$ cat src/rtl/pc_gen_ctrl.sv
// pc_gen_ctrl: fetch PC generator with multiple outstanding fetch requests.
// Issues sequential fetches, tracks in-flight request addresses in a small
// FIFO, pairs returned instructions with their PC, and squashes stale
// responses after any redirect (trap > EX redirect > branch predictor).
// Optional performance counters are enabled by defining PCGEN_PERF_EN.
module pc_gen_ctrl #(
  parameter int               XLEN            = 32,
  parameter int               MAX_OUTSTANDING = 2,
  parameter logic [XLEN-1:0]  BOOT_ADDR       = '0
) (
  input  logic              CLK,
  input  logic              RSTN,
  input  logic              fetch_en,
  input  logic              freeze,
  input  logic              trap_vld,
  input  logic [XLEN-1:0]   trap_pc,
  input  logic              ex_redir_vld,
  input  logic [XLEN-1:0]   ex_redir_pc,
  input  logic              bp_taken,
  input  logic [XLEN-1:0]   bp_pc,
  output logic              req_vld,
  output logic [XLEN-1:0]   req_addr,
  input  logic              req_rdy,
  input  logic              rsp_vld,
  input  logic [31:0]       rsp_data,
  output logic              rsp_rdy,
  output logic              if_vld,
  output logic [XLEN-1:0]   if_pc,
  output logic [XLEN-1:0]   if_pc_nxt,
  output logic [31:0]       if_instr,
  input  logic              if_rdy
`ifdef PCGEN_PERF_EN
  ,
  output logic [31:0]       perf_redir_cnt,
  output logic [31:0]       perf_drop_cnt
`endif
);

  // Pointer width is kept at least one bit so a single-entry FIFO still works.
  localparam int PTR_W = (MAX_OUTSTANDING > 1) ? $clog2(MAX_OUTSTANDING) : 1;
  localparam int CNT_W = $clog2(MAX_OUTSTANDING + 1);

  localparam logic [PTR_W-1:0] LAST_PTR  = PTR_W'(MAX_OUTSTANDING - 1);
  localparam logic [CNT_W:0]   MAX_INFL  = (CNT_W + 1)'(MAX_OUTSTANDING);
  localparam logic [XLEN-1:0]  PC_STEP   = XLEN'(4);

  typedef enum logic {
    ST_IDLE = 1'b0,
    ST_RUN  = 1'b1
  } state_t;

  // Registered state
  state_t                 state_q, state_d;
  logic [XLEN-1:0]        pc_q, pc_d;
  logic [XLEN-1:0]        fifo_mem_q [MAX_OUTSTANDING];
  logic [PTR_W-1:0]       wr_ptr_q, wr_ptr_d;
  logic [PTR_W-1:0]       rd_ptr_q, rd_ptr_d;
  logic [CNT_W-1:0]       fifo_cnt_q, fifo_cnt_d;
  logic [CNT_W-1:0]       kill_cnt_q, kill_cnt_d;

  // Combinational helpers
  logic                   redir;
  logic [XLEN-1:0]        redir_target;
  logic [CNT_W:0]         inflight;
  logic                   req_fire;
  logic                   rsp_fire;
  logic                   fifo_empty;
  logic                   kill_active;
  logic                   push;
  logic                   pop;
  logic                   drop;

  // Redirect detection, prioritised target selection and in-flight count.
  always_comb begin
    redir        = trap_vld | ex_redir_vld | bp_taken;
    redir_target = bp_pc;
    if (trap_vld) begin
      redir_target = trap_pc;
    end else if (ex_redir_vld) begin
      redir_target = ex_redir_pc;
    end
    redir_target = {redir_target[XLEN-1:2], 2'b00};
    inflight     = {1'b0, fifo_cnt_q} + {1'b0, kill_cnt_q};
    fifo_empty   = (fifo_cnt_q == '0);
    kill_active  = (kill_cnt_q != '0);
  end

  // Request side: issue a fetch whenever running, enabled and under the cap.
  always_comb begin
    req_vld  = (state_q == ST_RUN) & fetch_en & ~freeze & ~redir &
               (inflight < MAX_INFL);
    req_addr = pc_q;
    req_fire = req_vld & req_rdy;
  end

  // Response side: drop stale responses, otherwise hand them to IF.
  always_comb begin
    rsp_rdy   = kill_active | redir | if_rdy;
    rsp_fire  = rsp_vld & rsp_rdy;
    if_vld    = rsp_vld & ~kill_active & ~redir & ~fifo_empty;
    if_pc     = fifo_mem_q[rd_ptr_q];
    if_pc_nxt = fifo_mem_q[rd_ptr_q] + PC_STEP;
    if_instr  = rsp_data;
    drop      = rsp_fire & (kill_active | redir);
    push      = req_fire;
    pop       = rsp_fire & if_vld;
  end

  // FSM next state: idle until enabled, drain before going idle again.
  always_comb begin
    state_d = state_q;
    case (state_q)
      ST_IDLE: begin
        if (fetch_en) begin
          state_d = ST_RUN;
        end
      end
      ST_RUN: begin
        if (!fetch_en && (inflight == '0)) begin
          state_d = ST_IDLE;
        end
      end
      default: state_d = ST_IDLE;
    endcase
  end

  // PC next value: a redirect always wins over the sequential increment.
  always_comb begin
    pc_d = pc_q;
    if (redir) begin
      pc_d = redir_target;
    end else if (req_fire) begin
      pc_d = pc_q + PC_STEP;
    end
  end

  // FIFO pointers/count and kill counter; a redirect flushes the FIFO and
  // converts everything still in flight into responses to be discarded.
  always_comb begin
    wr_ptr_d   = wr_ptr_q;
    rd_ptr_d   = rd_ptr_q;
    fifo_cnt_d = fifo_cnt_q;
    kill_cnt_d = kill_cnt_q;
    if (redir) begin
      wr_ptr_d   = '0;
      rd_ptr_d   = '0;
      fifo_cnt_d = '0;
      if (rsp_fire && (inflight != '0)) begin
        kill_cnt_d = CNT_W'(inflight - 1'b1);
      end else begin
        kill_cnt_d = CNT_W'(inflight);
      end
    end else begin
      if (rsp_fire && kill_active) begin
        kill_cnt_d = kill_cnt_q - 1'b1;
      end
      if (push) begin
        wr_ptr_d = (wr_ptr_q == LAST_PTR) ? '0 : wr_ptr_q + PTR_W'(1);
      end
      if (pop) begin
        rd_ptr_d = (rd_ptr_q == LAST_PTR) ? '0 : rd_ptr_q + PTR_W'(1);
      end
      case ({push, pop})
        2'b10:   fifo_cnt_d = fifo_cnt_q + 1'b1;
        2'b01:   fifo_cnt_d = fifo_cnt_q - 1'b1;
        default: fifo_cnt_d = fifo_cnt_q;
      endcase
    end
  end

  // Control state registers.
  always_ff @(posedge CLK or negedge RSTN) begin
    if (!RSTN) begin
      state_q    <= ST_IDLE;
      pc_q       <= BOOT_ADDR;
      wr_ptr_q   <= '0;
      rd_ptr_q   <= '0;
      fifo_cnt_q <= '0;
      kill_cnt_q <= '0;
    end else begin
      state_q    <= state_d;
      pc_q       <= pc_d;
      wr_ptr_q   <= wr_ptr_d;
      rd_ptr_q   <= rd_ptr_d;
      fifo_cnt_q <= fifo_cnt_d;
      kill_cnt_q <= kill_cnt_d;
    end
  end

  // Address FIFO storage: capture the PC of every accepted request.
  always_ff @(posedge CLK or negedge RSTN) begin
    if (!RSTN) begin
      for (int i = 0; i < MAX_OUTSTANDING; i++) begin
        fifo_mem_q[i] <= '0;
      end
    end else if (push && !redir) begin
      fifo_mem_q[wr_ptr_q] <= pc_q;
    end
  end

`ifdef PCGEN_PERF_EN
  logic [31:0] perf_redir_cnt_q, perf_redir_cnt_d;
  logic [31:0] perf_drop_cnt_q, perf_drop_cnt_d;

  // Saturating event counters for redirect cycles and dropped responses.
  always_comb begin
    perf_redir_cnt_d = perf_redir_cnt_q;
    perf_drop_cnt_d  = perf_drop_cnt_q;
    if (redir && (perf_redir_cnt_q != 32'hFFFF_FFFF)) begin
      perf_redir_cnt_d = perf_redir_cnt_q + 32'd1;
    end
    if (drop && (perf_drop_cnt_q != 32'hFFFF_FFFF)) begin
      perf_drop_cnt_d = perf_drop_cnt_q + 32'd1;
    end
  end

  // Performance counter registers.
  always_ff @(posedge CLK or negedge RSTN) begin
    if (!RSTN) begin
      perf_redir_cnt_q <= '0;
      perf_drop_cnt_q  <= '0;
    end else begin
      perf_redir_cnt_q <= perf_redir_cnt_d;
      perf_drop_cnt_q  <= perf_drop_cnt_d;
    end
  end

  assign perf_redir_cnt = perf_redir_cnt_q;
  assign perf_drop_cnt  = perf_drop_cnt_q;
`else
  // Drop indication only feeds the optional counters.
  logic unused_drop;
  assign unused_drop = drop;
`endif

endmodule

$ cat config.mk
export PLATFORM = sky130hd
export DESIGN_NAME = pc_gen_ctrl
export DESIGN_NICKNAME = d
export VERILOG_FILES = /design/src/rtl/pc_gen_ctrl.sv
export SDC_FILE = /design/constraint.sdc
export NUM_CORES = 1
export LEC_CHECK = 0
export CAP_MARGIN = 30
export CORE_ASPECT_RATIO = 0.5
export CORE_MARGIN = 10
export CORE_UTILIZATION = 40
export CTS_CLUSTER_DIAMETER = 50
export DETAILED_ROUTE_END_ITERATION = 10
export PLACE_DENSITY = 0.75
export SKIP_LAST_GASP = 1
export SLEW_MARGIN = 5
export SYNTH_ARGS = -nofsm -noshare
export SYNTH_HDL_FRONTEND = slang
export SYNTH_SLANG_ARGS = --single-unit
export TNS_END_PERCENT = 10
$ cat constraint.sdc
create_clock -name CLK -period 3.34 [get_ports CLK]
set_input_delay 0.334 -clock CLK [delete_from_list [all_inputs] [get_ports CLK]]
set_output_delay 0.334 -clock CLK [all_outputs]
set_load 0.01 [all_outputs]
==> load_flow_metrics.sql, run 1 <==
INSERT INTO impl_metrics (metric_group, metric, value, unit) VALUES
('status', 'outcome', 'finished clean', ''),
('clocking', 'post_cts.repair.setup_buffers', '0', ''),
('min_path', 'min_path_type', 'in2async', ''),
('clocking', 'cts-root-to-sink-buffers', '2', ''),
('worst_setup_path', 'path_max_fanout', '22', ''),
('logic_synthesis', 'synth_top_family_by_area', 'simple AND/OR/NAND/NOR gates', ''),
('route', 'dr.first_iter.drc_count', '345', ''),
('grt', 'all_layer_gr_usage', '18.9', '%'),
('pwr', 'ir_worst_vdd', '0.000295', 'V'),
('sta', 'grt_setup_unrepaired', 'yes', ''),
('die', 'dieHeight', '111', 'um'),
('cells_and_area', 'post-route-util', '54.4', '%'),
('cells_and_area', 'layout.cells.most_common_list', 'sky130_fd_sc_hd__clkdlybuf4s50_1, sky130_fd_sc_hd__dfrtp_1, sky130_fd_sc_hd__mux2_2, sky130_fd_sc_hd__nand2_1, sky130_fd_sc_hd__a21oi_1', ''),
('sta', 'max-slew-margin-rel', '51.8', '%'),
('logic_synthesis', 'yosysUniqueCellTypes', '71', ''),
('route', 'drt-vias-per-instance', '5.56', ''),
('grt', 'grt_first_pass_wirelength', '34.7', 'mm'),
('logic_synthesis', 'post_synth_instance_area', '6670', 'sq um'),
('logic_synthesis', 'synth-xor-area-share', '5.64', '%'),
('logic_synthesis', 'post_synth_mux_area_share', '14.2', '%'),
('logic_synthesis', 'post_synth.cell_area_avg', '9.41', 'sq um'),
('sta', 'timing.final.crit_share', '96.6', '%'),
('logic_synthesis', 'compound_gate_portion_of_the_synthesized_area', '14.9', '%'),
('die', 'die_w', '203', 'um'),
('worst_setup_path', 'worstSetupPathType', 'reg2out', ''),
('logic_synthesis', 'synth-simple-area-share', '19.1', '%'),
('clocking', 'clock_sinks', '97', ''),
('cells_and_area', 'layout_commonest_cell', 'sky130_fd_sc_hd__clkdlybuf4s50_1', ''),
('worst_setup_path', 'timing.critical_path.buf_inv', '3', ''),
('cells_and_area', 'finalNetCount', '1004', ''),
('pwr', 'p_clk_share', '25.5', '%'),
('pwr', 'power.sequential.fraction', '38.4', '%'),
('sta', 'finalSetupViolCount', '0', ''),
('cells_and_area', 'n_fill_cell', '1441', ''),
('sta', 'finalMaxSlewViolations', '0', ''),
('clocking', 'cts.clk_slew.worst_paths', '0.07', 'ns'),
('cells_and_area', 'area.growth.synth_to_final', '33.3', '%'),
('worst_setup_path', 'timing.critical_path.slowest_cell_delay', '0.56', 'ns'),
('logic_synthesis', 'synth_warnings', '0', ''),
('sta', 'timing.final.hold_violations', '0', ''),
('route', 'length_of_the_first_detailed_routing_pass_in_iterations', '6', ''),
('logic_synthesis', 'synth_enable_flop_cells', '0', ''),
('pwr', 'combPwrFrac', '36.1', '%'),
('job', 'maxCapViolCount', '0', ''),
('pwr', 'p_switching', '1.32', 'mW'),
('logic_synthesis', 'ys_dominant_reg_cell', 'sky130_fd_sc_hd__dfrtp_1', ''),
('route', 'detail-route-antenna-nets', '0', ''),
('clocking', 'htreeDepth', '3', ''),
('worst_setup_path', 'critical_path.endpoint_type', 'primary output', ''),
('die', 'dieArea', '22600', 'sq um'),
('sta', 'final.setup.tns', '0', 'ns'),
('worst_setup_path', 'worst_ep_arrival_time', '2.89', 'ns'),
('worst_setup_path', 'critPathTopFamily', 'buffers and inverters', ''),
('route', 'routed_wire_length_per_instance', '20.2', 'um'),
('die', 'initial_cell_density_of_the_core', '40.8', '%'),
('logic_synthesis', 'synth_seq_cells', '97', ''),
('route', 'wire_length_reported_by_the_detailed_router', '22.1', 'mm'),
('place', 'post-dp-hpwl', '17.5', 'mm'),
('sta', 'hold_ws', '0.0143', 'ns'),
('clocking', 'tritoncts', 'yes', ''),
('sta', 'maxClockFrequency', '310', 'MHz'),
('pwr', 'pwr_density_cell', '444', 'nW/um^2'),
('die', 'floorplan.core_area', '16400', 'sq um'),
('sta', 'worst_clock_skew', '0.0118', 'ns'),
('grt', 'overflow', '0', ''),
('worst_setup_path', 'crit_path_cell_trace', 'buf_8, buf_4, nand4_1, a21boi_4, nand4_4, nor4_2, xor2_1, clkdlybuf4s50_1', ''),
('route', 'routed-via-count', '6074', ''),
('pwr', 'intPower', '2.62', 'mW'),
('pwr', 'p_leak', '3.83', 'nW'),
('route', 'drc', '0', ''),
('worst_setup_path', 'required', '3.01', 'ns');
logic make-up after synthesis:
| family | Yosys count |
|---|---|
| muxes | 85 |
| other | 1 |
| AOI/OAI and AO/OA | 143 |
| adders and majority gates | 6 |
| and+or+nand+nor | 229 |
| xor gates and xnor gates | 43 |
| buffers and inverters | 105 |
| DFF | 97 |
layout make-up:
| cell class | count | area (sq um) | share of cell area [%] |
|---|---|---|---|
| multi-input cells | 512 | 3720 | 41.8 |
| repair buffers | 211 | 2070 | 23.2 |
| clock buffers | 9 | 225 | 2.53 |
| well taps | 227 | 284 | 3.19 |
| clock inverters | 7 | 61.3 | 0.689 |
| inverters | 29 | 109 | 1.22 |
| flip-flops and latches | 97 | 2430 | 27.3 |
power by group through the flow:
stage	Clock (mW)	Sequential (mW)	Combinational [mW]
2_1_floorplan	0	1.47	0.740
3_3_place_gp	0	1.52	1.40
3_5_place_dp	0	1.53	1.43
4_1_cts	1.02	1.51	1.44
5_1_grt	1.07	1.54	1.54
6_report	1.01	1.52	1.42
final timing paths:
path	startpoint	to	cells after the start
worst max register to register	fifo_cnt_q[0]	req_addr[29]	8
min in group CLK	trap_vld	req_addr[31]	3
worst max-delay path	rd_ptr_q	if_pc_nxt[29]	8
worst min register to register	fifo_mem_q[63]	fifo_mem_q[63]	1
worst min-delay path	RSTN	req_addr[4]	1
max in group asynchronous	RSTN	fifo_mem_q[6]	2
routing by layer:
| layer | up-vias | share of wire, % | GRT usage (%) |
|---|---|---|---|
| li1 | 2823 | - | - |
| met1 | 2957 | 43 | 24.0 |
| met2 | 244 | 48 | 31.6 |
| met3 | 50 | 6.8 | 4.40 |
| met4 | 0 | 2.1 | 5.14 |
| met5 | - | 0 | 0 |
Yosys cell counts, types with 7 or more instances:
| cell type | number | area, sq um |
|---|---|---|
| sky130_fd_sc_hd__a21o_1 | 9 | 67.6 |
| sky130_fd_sc_hd__buf_4 | 38 | 285 |
| sky130_fd_sc_hd__mux2i_1 | 12 | 120 |
| sky130_fd_sc_hd__and3_1 | 11 | 68.8 |
| sky130_fd_sc_hd__nand3b_1 | 12 | 90.1 |
| sky130_fd_sc_hd__nand3_1 | 27 | 135 |
| sky130_fd_sc_hd__a21oi_1 | 54 | 270 |
| sky130_fd_sc_hd__xnor2_1 | 27 | 236 |
| sky130_fd_sc_hd__nand2b_1 | 7 | 43.8 |
| sky130_fd_sc_hd__inv_1 | 29 | 109 |
| sky130_fd_sc_hd__nand2_1 | 63 | 236 |
| sky130_fd_sc_hd__dfrtp_1 | 97 | 2430 |
| sky130_fd_sc_hd__xor2_1 | 16 | 140 |
| sky130_fd_sc_hd__a221oi_1 | 8 | 70.1 |
| sky130_fd_sc_hd__o21ai_0 | 19 | 95.1 |
| sky130_fd_sc_hd__buf_2 | 14 | 70.1 |
| sky130_fd_sc_hd__nand4_1 | 19 | 119 |
| sky130_fd_sc_hd__clkbuf_1 | 19 | 71.3 |
| sky130_fd_sc_hd__nor2_1 | 37 | 139 |
| sky130_fd_sc_hd__mux2_2 | 71 | 800 |
metrics by stage:
stage	cell area, sq um	total power, mW	std cells	setup WS [ns]
6_report	8890	3.95	1092	0.114
2_1_floorplan	6690	2.21	714	0.342
3_3_place_gp	8570	2.92	1076	0.424
4_1_cts	8860	3.97	1092	0.0110
3_5_place_dp	8570	2.97	1076	0.379
5_1_grt	8890	4.15	1092	-0.00988
flip-flops by register name (all words and copies together) (netlist names):
signal,count
fifo_cnt_q,2
fifo_mem_q,60
kill_cnt_q,2
rd_ptr_q,1
req_addr,30
state_q,1
wr_ptr_q,1
what timing repair did:
| item | CTS | global route |
|---|---|---|
| setup endpoints to repair | 0 | 5 |
| hold buffers | 0 | 0 |
| resized for setup | 0 | 8 |
No activity file was read; power rests on OpenSTA's default activity.
==> run 2, diff against run 1 <==
- CAP_MARGIN: 30 -> 20
- CTS_CLUSTER_DIAMETER: 50 -> not set
==> results of run 2 <==
The final DEF is identical to that of run 1; final timing and power are the same.
